==> src/rtl/add_float_serial.sv <==
// add_float_serial: bit-serial IEEE-754 single-precision adder, serial in/out around a parallel datapath.
// Define ADD_FLOAT_ROUND_NEAREST_EN for round-to-nearest-even; otherwise results are truncated.
module add_float_serial #(
  parameter int W     = 32,
  parameter int EXP_W = 8,
  parameter int MAN_W = 23
) (
  input  logic clk,
  input  logic reset,
  input  logic go,
  input  logic inpab,
  output logic shift,
  output logic out_c,
  output logic over,
  output logic under,
  output logic done
);
  localparam int GW = MAN_W + 4;  // hidden bit + fraction + guard/round/sticky
  localparam int XW = EXP_W + 2;  // signed exponent with headroom for carry and borrow
  localparam logic [W-1:0] QNAN = W'(32'h7FC0_0000);
  localparam logic signed [XW-1:0] S_ONE  = XW'(1);
  localparam logic signed [XW-1:0] S_ZERO = '0;
  localparam logic signed [XW-1:0] S_EMAX = XW'((1 << EXP_W) - 1);

  localparam logic [3:0] S_IDLE   = 4'd0;
  localparam logic [3:0] S_LOAD   = 4'd1;
  localparam logic [3:0] S_UNPACK = 4'd2;
  localparam logic [3:0] S_ALIGN  = 4'd3;
  localparam logic [3:0] S_ADD    = 4'd4;
  localparam logic [3:0] S_NORM   = 4'd5;
  localparam logic [3:0] S_PACK   = 4'd6;
  localparam logic [3:0] S_OUTPUT = 4'd7;
  localparam logic [3:0] S_DONE   = 4'd8;

  function automatic logic [4:0] lzc(input logic [GW-1:0] v);
    logic [4:0] n;
    n = 5'(GW);
    for (int i = 0; i < GW; i++)
      if (v[i]) n = 5'(GW - 1 - i);
    return n;
  endfunction

  function automatic logic [MAN_W+1:0] round_man(input logic [GW-1:0] m);
`ifdef ADD_FLOAT_ROUND_NEAREST_EN
    logic up;
    up = m[2] & (m[1] | m[0] | m[3]);
    return {1'b0, m[GW-1:3]} + {{(MAN_W+1){1'b0}}, up};
`else
    return {1'b0, m[GW-1:3]};
`endif
  endfunction

  logic [3:0]       state;
  logic [5:0]       cnt;
  logic [2*W-1:0]   ab_sr;
  logic [W-1:0]     c_sr;

  logic             sa_p0, sb_p0, spc_p0;
  logic [EXP_W-1:0] ea_p0, eb_p0;
  logic [MAN_W:0]   ma_p0, mb_p0;
  logic [W-1:0]     spcw_p0;
  logic             sign_p1, sub_p1;
  logic [EXP_W-1:0] exp_p1;
  logic [GW-1:0]    ml_p1, ms_p1;
  logic             sign_p2;
  logic [EXP_W-1:0] exp_p2;
  logic [GW:0]      sum_p2;
  logic             sign_p3;
  logic signed [XW-1:0] nexp_p3;
  logic [GW-1:0]    nman_p3;

  // Unpack: split fields, flush zero-exponent operands, resolve special operands up front.
  logic [W-1:0]     a_w, b_w, spcw_c;
  logic [EXP_W-1:0] ea_c, eb_c;
  logic [MAN_W:0]   ma_c, mb_c;
  logic             nan_a, nan_b, inf_a, inf_b, spc_c;

  always_comb begin
    a_w    = ab_sr[2*W-1:W];
    b_w    = ab_sr[W-1:0];
    ea_c   = a_w[W-2 -: EXP_W];
    eb_c   = b_w[W-2 -: EXP_W];
    ma_c   = (ea_c == '0) ? '0 : {1'b1, a_w[MAN_W-1:0]};
    mb_c   = (eb_c == '0) ? '0 : {1'b1, b_w[MAN_W-1:0]};
    nan_a  = (ea_c == '1) && (a_w[MAN_W-1:0] != '0);
    nan_b  = (eb_c == '1) && (b_w[MAN_W-1:0] != '0);
    inf_a  = (ea_c == '1) && (a_w[MAN_W-1:0] == '0);
    inf_b  = (eb_c == '1) && (b_w[MAN_W-1:0] == '0);
    spc_c  = (ea_c == '1) || (eb_c == '1);
    spcw_c = '0;
    if (nan_a || nan_b || (inf_a && inf_b && (a_w[W-1] != b_w[W-1]))) spcw_c = QNAN;
    else if (inf_a) spcw_c = a_w;
    else if (inf_b) spcw_c = b_w;
  end

  // Align: larger magnitude first; smaller mantissa shifted right with sticky collection.
  logic             a_ge, sl_c;
  logic [EXP_W-1:0] el_c, es_c, diff_c;
  logic [MAN_W:0]   ml_c, ms_c;
  logic [2*GW-1:0]  wide_c;
  logic [GW-1:0]    ms_al_c;

  always_comb begin
    a_ge   = {ea_p0, ma_p0} >= {eb_p0, mb_p0};
    el_c   = a_ge ? ea_p0 : eb_p0;
    es_c   = a_ge ? eb_p0 : ea_p0;
    ml_c   = a_ge ? ma_p0 : mb_p0;
    ms_c   = a_ge ? mb_p0 : ma_p0;
    sl_c   = a_ge ? sa_p0 : sb_p0;
    diff_c = el_c - es_c;
    wide_c = {ms_c, 3'b000, {GW{1'b0}}} >> diff_c;
    if (diff_c > EXP_W'(GW - 1))
      ms_al_c = {{(GW-1){1'b0}}, |ms_c};
    else
      ms_al_c = wide_c[2*GW-1:GW] | {{(GW-1){1'b0}}, |wide_c[GW-1:0]};
  end

  // Normalize: carry-out shifts right keeping sticky, otherwise shift left by leading zeros.
  logic [4:0]           lz_c;
  logic signed [XW-1:0] nexp_c;
  logic [GW-1:0]        nman_c;

  always_comb begin
    lz_c = lzc(sum_p2[GW-1:0]);
    if (sum_p2[GW]) begin
      nman_c = {sum_p2[GW:2], sum_p2[1] | sum_p2[0]};
      nexp_c = $signed({2'b00, exp_p2}) + S_ONE;
    end else begin
      nman_c = sum_p2[GW-1:0] << lz_c;
      nexp_c = $signed({2'b00, exp_p2}) - $signed({{(XW-5){1'b0}}, lz_c});
    end
  end

  // Pack: round, then classify zero / overflow / underflow; special operands override.
  logic [MAN_W+1:0]     rnd_c;
  logic signed [XW-1:0] pexp_c;
  logic [MAN_W-1:0]     pman_c;
  logic [W-1:0]         c_pack;
  logic                 ov_c, un_c;

  always_comb begin
    rnd_c  = round_man(nman_p3);
    pexp_c = nexp_p3 + (rnd_c[MAN_W+1] ? S_ONE : S_ZERO);
    pman_c = rnd_c[MAN_W+1] ? rnd_c[MAN_W:1] : rnd_c[MAN_W-1:0];
    c_pack = '0;
    ov_c   = 1'b0;
    un_c   = 1'b0;
    if (spc_p0) begin
      c_pack = spcw_p0;
    end else if (nman_p3 == '0) begin
      c_pack = '0;
    end else if (pexp_c >= S_EMAX) begin
      c_pack = {sign_p3, {EXP_W{1'b1}}, {MAN_W{1'b0}}};
      ov_c   = 1'b1;
    end else if (pexp_c <= S_ZERO) begin
      c_pack = {sign_p3, {(W-1){1'b0}}};
      un_c   = 1'b1;
    end else begin
      c_pack = {sign_p3, pexp_c[EXP_W-1:0], pman_c};
    end
  end

  always_ff @(posedge clk or negedge reset) begin
    if (!reset) begin
      state   <= S_IDLE;
      cnt     <= '0;
      ab_sr   <= '0;
      c_sr    <= '0;
      over    <= 1'b0;
      under   <= 1'b0;
      sa_p0   <= 1'b0;
      sb_p0   <= 1'b0;
      spc_p0  <= 1'b0;
      ea_p0   <= '0;
      eb_p0   <= '0;
      ma_p0   <= '0;
      mb_p0   <= '0;
      spcw_p0 <= '0;
      sign_p1 <= 1'b0;
      sub_p1  <= 1'b0;
      exp_p1  <= '0;
      ml_p1   <= '0;
      ms_p1   <= '0;
      sign_p2 <= 1'b0;
      exp_p2  <= '0;
      sum_p2  <= '0;
      sign_p3 <= 1'b0;
      nexp_p3 <= '0;
      nman_p3 <= '0;
    end else begin
      case (state)
        S_IDLE: begin
          if (!go) begin
            state <= S_LOAD;
            cnt   <= '0;
            over  <= 1'b0;
            under <= 1'b0;
          end
        end
        S_LOAD: begin
          ab_sr <= {ab_sr[2*W-2:0], inpab};
          cnt   <= cnt + 6'd1;
          if (cnt == 6'd63) state <= S_UNPACK;
        end
        S_UNPACK: begin
          sa_p0   <= a_w[W-1];
          sb_p0   <= b_w[W-1];
          ea_p0   <= ea_c;
          eb_p0   <= eb_c;
          ma_p0   <= ma_c;
          mb_p0   <= mb_c;
          spc_p0  <= spc_c;
          spcw_p0 <= spcw_c;
          state   <= S_ALIGN;
        end
        S_ALIGN: begin
          sign_p1 <= sl_c;
          sub_p1  <= sa_p0 ^ sb_p0;
          exp_p1  <= el_c;
          ml_p1   <= {ml_c, 3'b000};
          ms_p1   <= ms_al_c;
          state   <= S_ADD;
        end
        S_ADD: begin
          sign_p2 <= sign_p1;
          exp_p2  <= exp_p1;
          sum_p2  <= sub_p1 ? ({1'b0, ml_p1} - {1'b0, ms_p1}) : ({1'b0, ml_p1} + {1'b0, ms_p1});
          state   <= S_NORM;
        end
        S_NORM: begin
          sign_p3 <= sign_p2;
          nexp_p3 <= nexp_c;
          nman_p3 <= nman_c;
          state   <= S_PACK;
        end
        S_PACK: begin
          c_sr  <= c_pack;
          over  <= ov_c;
          under <= un_c;
          cnt   <= '0;
          state <= S_OUTPUT;
        end
        S_OUTPUT: begin
          c_sr <= {c_sr[W-2:0], 1'b0};
          cnt  <= cnt + 6'd1;
          if (cnt == 6'd31) state <= S_DONE;
        end
        S_DONE:  state <= S_IDLE;
        default: state <= S_IDLE;
      endcase
    end
  end

  assign shift = (state == S_OUTPUT);
  assign out_c = shift & c_sr[W-1];
  assign done  = (state == S_DONE);

endmodule

==> config.mk <==
export PLATFORM = sky130hd
export DESIGN_NAME = add_float_serial
export DESIGN_NICKNAME = d
export VERILOG_FILES = /design/src/rtl/add_float_serial.sv
export SDC_FILE = /design/constraint.sdc
export NUM_CORES = 1
export LEC_CHECK = 0
export CAP_MARGIN = 20
export CORE_AREA = 10 10 244 246
export DETAILED_ROUTE_END_ITERATION = 8
export DIE_AREA = 0 0 254 256
export PLACE_DENSITY = 0.56
export SYNTH_ARGS = -nofsm -noshare
export SYNTH_HDL_FRONTEND = slang
export SYNTH_SLANG_ARGS = --single-unit
==> constraint.sdc <==
create_clock -name clk -period 12.3 [get_ports clk]
set_clock_uncertainty 0.1 [all_clocks]
set_input_delay 1.23 -clock clk [delete_from_list [all_inputs] [get_ports clk]]
set_output_delay 1.23 -clock clk [all_outputs]
set_load 0.01 [all_outputs]
# Word-level counts from Yosys, hierarchy flattened
# Index checks and enable logic that the tools add are counted.
dict set report totals {
  out_inout_bits 5
  ff_bits 343
  in_bits 4
}
dict set report classes {
  reduce_logical 26
  n_eq_ne 16
  add_sub_neg 6
  mux 62
  magnitude_cmp 4
  shifts 2
  bitwise_logic 4
}
# op n
set op_table {}
lappend op_table {{$mux W32} 5}
lappend op_table {{$mux W5} 26}
lappend op_table {{$mux W24} 4}
lappend op_table {{$pmux W32 S2} 1}
lappend op_table {{$mux W31} 2}
lappend op_table {{$mux W27} 2}
lappend op_table {{$shr A54 B8 Y54} 1}
lappend op_table {{$logic_not A23 Y1} 2}
lappend op_table {{$reduce_bool A23 Y1} 2}
lappend op_table {{$ge A32 B32 Y1} 1}
lappend op_table {{$pmux W4 S8} 1}
lappend op_table {{$add A27 B27 Y28} 1}
lappend op_table {{$mux W28} 1}
lappend op_table {{$sub A27 B27 Y28} 1}
lappend op_table {{$logic_not A27 Y1} 1}
lappend op_table {{$or A27 B1 Y27} 1}
lappend op_table {{$reduce_or A27 Y1} 1}
lappend op_table {{$shl A27 B5 Y27} 1}
lappend op_table {{$reduce_or A24 Y1} 1}
lappend op_table {{$pmux W6 S3} 1}
lappend op_table {{$eq A4 B3 Y1 const B} 4}
lappend op_table {{$eq A8 B8 Y1 const B} 2}
lappend op_table {{$logic_not A8 Y1} 2}
lappend op_table {{$mux W8} 2}
lappend op_table {{31 further kinds} 54}

# Depth between registers and ports, before layout
dict set report logic_depth {
  depth_word 29
  mapped_depth 29
  mapped_depth_nobuf 22
}

# Least setup slack after synthesis
# OpenSTA, ideal clock, no wires.
dict set report synth_path {
  kind {register to register}
  startpoint {register ma_p0[17]}
  endpoint {register ms_p1[0]}
  arrival_time_ns 5.494
  setup_ns 0.077
  path_slack_ns 6.629
  period_less_slack_ns 5.671
  stages_incl_launch_ff 25
  required_time_ns 12.123
  path_cell_list {dfrtp_1 ha_1 a211oi_1 o21bai_1 a211o_1 a21o_1 nor3_4 buf_6 buf_6 buf_6 buf_4 clkbuf_1 a21oi_1 ha_1 inv_1 clkbuf_1 clkbuf_1 clkbuf_1 mux2i_1 nand2_1 a211oi_1 and3b_1 nand3_1 nand4_1 a21oi_1}
}
dict set report synth_via {
  elab_chain_cells 7
}
# item line
set synth_rtl {}
lappend synth_rtl {{start, declared} 60} ;# logic [MAN_W:0] ma_p0, mb_p0;
lappend synth_rtl {{start signal, assigned} 210} ;# ma_p0 <= ma_c;
lappend synth_rtl {{$ge A32 B32 Y1} 104} ;# a_ge = {ea_p0, ma_p0} >= {eb_p0, mb_p0};
lappend synth_rtl {{$mux W8 (on tied branches)} {105, 106}}
lappend synth_rtl {{$sub A8 B8 Y8} 110} ;# diff_c = el_c - es_c;
lappend synth_rtl {{$shr A54 B8 Y54} 111} ;# wide_c = {ms_c, 3'b000, {GW{1'b0}}} >> diff_c;
lappend synth_rtl {{$reduce_or A27 Y1} 115} ;# ms_al_c = wide_c[2*GW-1:GW] | {{(GW-1){1'b0}}, |wide_c[GW-1:0]};
lappend synth_rtl {{$or A27 B1 Y27} 115}
lappend synth_rtl {{$mux W27 *} 112} ;# if (diff_c > EXP_W'(GW - 1))
lappend synth_rtl {{end signal, assigned} 221} ;# ms_p1 <= ms_al_c;
lappend synth_rtl {{end, declared} 64} ;# logic [GW-1:0] ml_p1, ms_p1;
# Mark *: on every way between the ends. The rest lies on a longest branch, timed or not.
# A chain may end at the register's enable or synchronous reset.

# Final worst setup path
dict set report layout_path {
  startpoint {register ea_p0[0]}
  endpoint {register ms_p1[0]}
}
dict set report layout_via {
  elab_chain_cells 7
}
# item line
set layout_rtl {}
lappend layout_rtl {{start, declared} 59} ;# logic [EXP_W-1:0] ea_p0, eb_p0;
lappend layout_rtl {{start signal, assigned} 174} ;# ea_p0 <= '0;
lappend layout_rtl {{start signal, assigned} 208} ;# ea_p0 <= ea_c;
lappend layout_rtl {{$ge A32 B32 Y1} 104}
lappend layout_rtl {{$mux W8 (on tied branches)} {105, 106}}
lappend layout_rtl {{$sub A8 B8 Y8} 110}
lappend layout_rtl {{$shr A54 B8 Y54} 111}
lappend layout_rtl {{$reduce_or A27 Y1} 115}
lappend layout_rtl {{$or A27 B1 Y27} 115}
lappend layout_rtl {{$mux W27 *} 112}
# Marked as above.

==> run metrics <==
die width 254 um; Mapped Cells 2,445; Worst-Skew Late Latency 0.58 ns; ys async rst share 100%; Slew HR 28.4%; period utilisation layout 51.8%; ratio of cells with drive above 1 in the final layout 9.89%; unrepaired setup endpoints after global routing false; port bufs 8; worst setup slack after layout 5.92 ns; Die Span Y 256 um; Detailed Routing Iterations Pass 1 6; Cell Pwr Density 215 nW/um^2; Setup CP Type reg -> reg; Util after Layout 43.2%; Routed Antenna Nets 0; Place WS 6.14 ns; initial core utilization 39.6%; total gr overflow 0; initial antenna violation count 0; Period minus WS final 6.38 ns; Synth Net Count 2,540; status finished clean; # Post-CTS Setup Buffers 0; vias after detailed routing 18,600; WL/cell 20.9 um; crit end category register; commonest non-fill, non-tap cell in the layout dfrtp_1; global-route wire length before repair 105,000 um; clock buffer depth 3; CTS resizes 0; Finish-stage setup viols 0; synthesis-to-finish area growth 8.95%; Fin Hold WS 0.367 ns; DP HPWL 46,300 um; Flop pwr share 33.7%; CP cell instances ha_1 > buf_4 > nand4_1 > and4bb_1 > o2111ai_1 > a311o_1 > a311oi_1 > a21oi_1 > ha_1 > buf_4 > inv_1 > buf_4 > nand2_1 > a2111oi_0 > o21ai_0 > a211oi_1 > a311o_1 > or3_1 > o32ai_1 > a41o_1 > a41o_1 > nand4_1 > nand4_1 > a21oi_1; Die Area 65,000 um^2; CTS sink count 343; CTS tree built; final setup TNS 0 ns; share of the synthesized area in the top cell type 39.6%; Leakage 10.2 nW; cts hold-fix bufs 0; Hold Crit Class reg -> reg; routed wire length 64,700 um; core box area 54,700 um^2; DRC viols 0; Std-Cell Rows 86; Tot GR Track Use 19.8%; root buf cell clkbuf_16; worst vdd ir 100 uV; ant diodes 0; nets 2,459; CP max-delay cell a311o_1; Yosys warning count 0; Comb pwr share 42.7%; Startpoint Class register; pin count of the biggest net entering global routing 83; initial detailed-routing violation count 1,516; largest area contributor in the synthesized netlist dfrtp_1; endpoints failing hold 0; critical path's largest stage delay 0.51 ns; Post-synth EDFFs 0; Arr. time, crit path 6.76 ns; CP max FO 36; total CTS buffers 41; Int Power 0.00289 W; # H-tree levels 2; Net Switching 0.00217 W; Fmax achieved 157 MHz; post-layout power 0.00507 W; Worst Max-Slew Pin Slew 1.07 ns; io pins 9; cell family with most CP delay compound AO/OA/AOI/OAI gates; Yosys reg bits 343; Main synth FF type dfrtp_1; RePlAce Congestion 0.938; synthesized area per cell 8.86 um^2; CP required 12.69 ns; Post-Syn Area 21,700 um^2; vias in the first global route 18,300; Synth area leaders dfrtp_1, nand2_1, ha_1; commonest cells after routing, fill and taps aside dfrtp_1, nand2_1, o21ai_0; sequential area share after synthesis 39.6%; Net Sw Frac 42.9%; CP Buf/Inv Count 4; Netlist cell types 87; DR vias/cell 6.01; Slew Limit Fails 0; clock-pin slew on the worst setup and hold paths 0.06 ns; Clock power frac 23.6%; Max Cap Viol 0
[synth_stat cells (all sizes together) (28+ instances only)]
library cell,instances
nor2,177
mux2i,79
mux2,85
xnor2,28
o21ai,203
clkbuf,140
nand2,336
a221oi,34
a21oi,140
nor4,44
and2,31
a31oi,54
dfrtp,343
a211oi,32
nand3,44
o22ai,28
a22o,35
inv,123
nor3,57
ha,89
nand4,28
[cell families (layout without fill, tap and decap cells)]
group           count (synthesis)  count (layout)  share of synthesized area (%)
buf+inv                       291             242                           5.33
simple gates                  791             791                           16.8
flops                         343             343                           39.6
mux                           182             182                           9.95
fa+ha+maj                      91              91                           5.33
compound gates                708             708                           21.4
xor+xnor                       39              39                           1.58
[registers in the layout, summed over array words and instances (netlist names), 8 cells and up]
signal,count
ab_sr,64
c_sr,32
spcw_p0,32
sum_p2,28
ms_p1,27
nman_p3,27
ma_p0,24
mb_p0,24
ml_p1,24
nexp_p3,10
ea_p0,8
eb_p0,8
exp_p1,8
exp_p2,8
[per-stage QoR]
stage	cells	cell area, um^2
3_5_place_dp	3022	22200
6_report	3100	23600
3_3_place_gp	3022	22200
4_1_cts	3097	23500
5_1_grt	3100	23600
2_1_floorplan	2445	21700
[layer usage]
layer | vias up | GRT usage [%] | wire (um)
li1 | 8763 | - | -
met3 | 142 | 2.31 | 2900
met4 | 0 | 7.30 | 2350
met5 | - | 0 | 0
met2 | 545 | 31.4 | 29800
met1 | 9182 | 27.2 | 29700
[worst reg2reg max path, delay by kind of cell (launching register included)]
kind / cells / cell delay (ns)
DFF: 1 / 0.42
adders and majority gates: 2 / 0.58
AOI/OAI and AO/OA: 12 / 3.09
and+or+nand+nor: 6 / 0.98
buffers and inverters: 4 / 1.10
[power groups by stage]
stage,Clock [W],Sequential [W],Combinational [W]
floorplan,0,0.00151,0.00168
global placement,0,0.00171,0.00211
detailed placement,0,0.00172,0.00213
CTS,0.00123,0.00170,0.00214
global route,0.00127,0.00174,0.00241
finish,0.00120,0.00170,0.00216
[layout make-up]
type | count | area [um^2]
Tap cell | 704 | 881
Sequential cell | 343 | 8580
Clock inverter | 14 | 155
Multi-Input combinational cell | 1811 | 12000
Fill cell | 5473 | 31100
Clock buffer | 61 | 1160
Timing Repair Buffer | 43 | 373
Inverter | 124 | 465
[path summary, 6_finish.rpt]
kind	start	end	slack, ns	cells past startpoint
setup / recovery	ea_p0[0]	ms_p1[0]	5.92	24
hold / removal	c_sr[31]	c_sr[31]	0.37	2
setup reg to reg	ea_p0[0]	ms_p1[0]	5.92	24
hold reg to reg	c_sr[31]	c_sr[31]	0.37	2
max in group asynchronous	reset	spcw_p0[2]	9.59	3
min in group asynchronous	reset	sum_p2[9]	0.52	1
No activity file was read; power rests on OpenSTA's default activity.
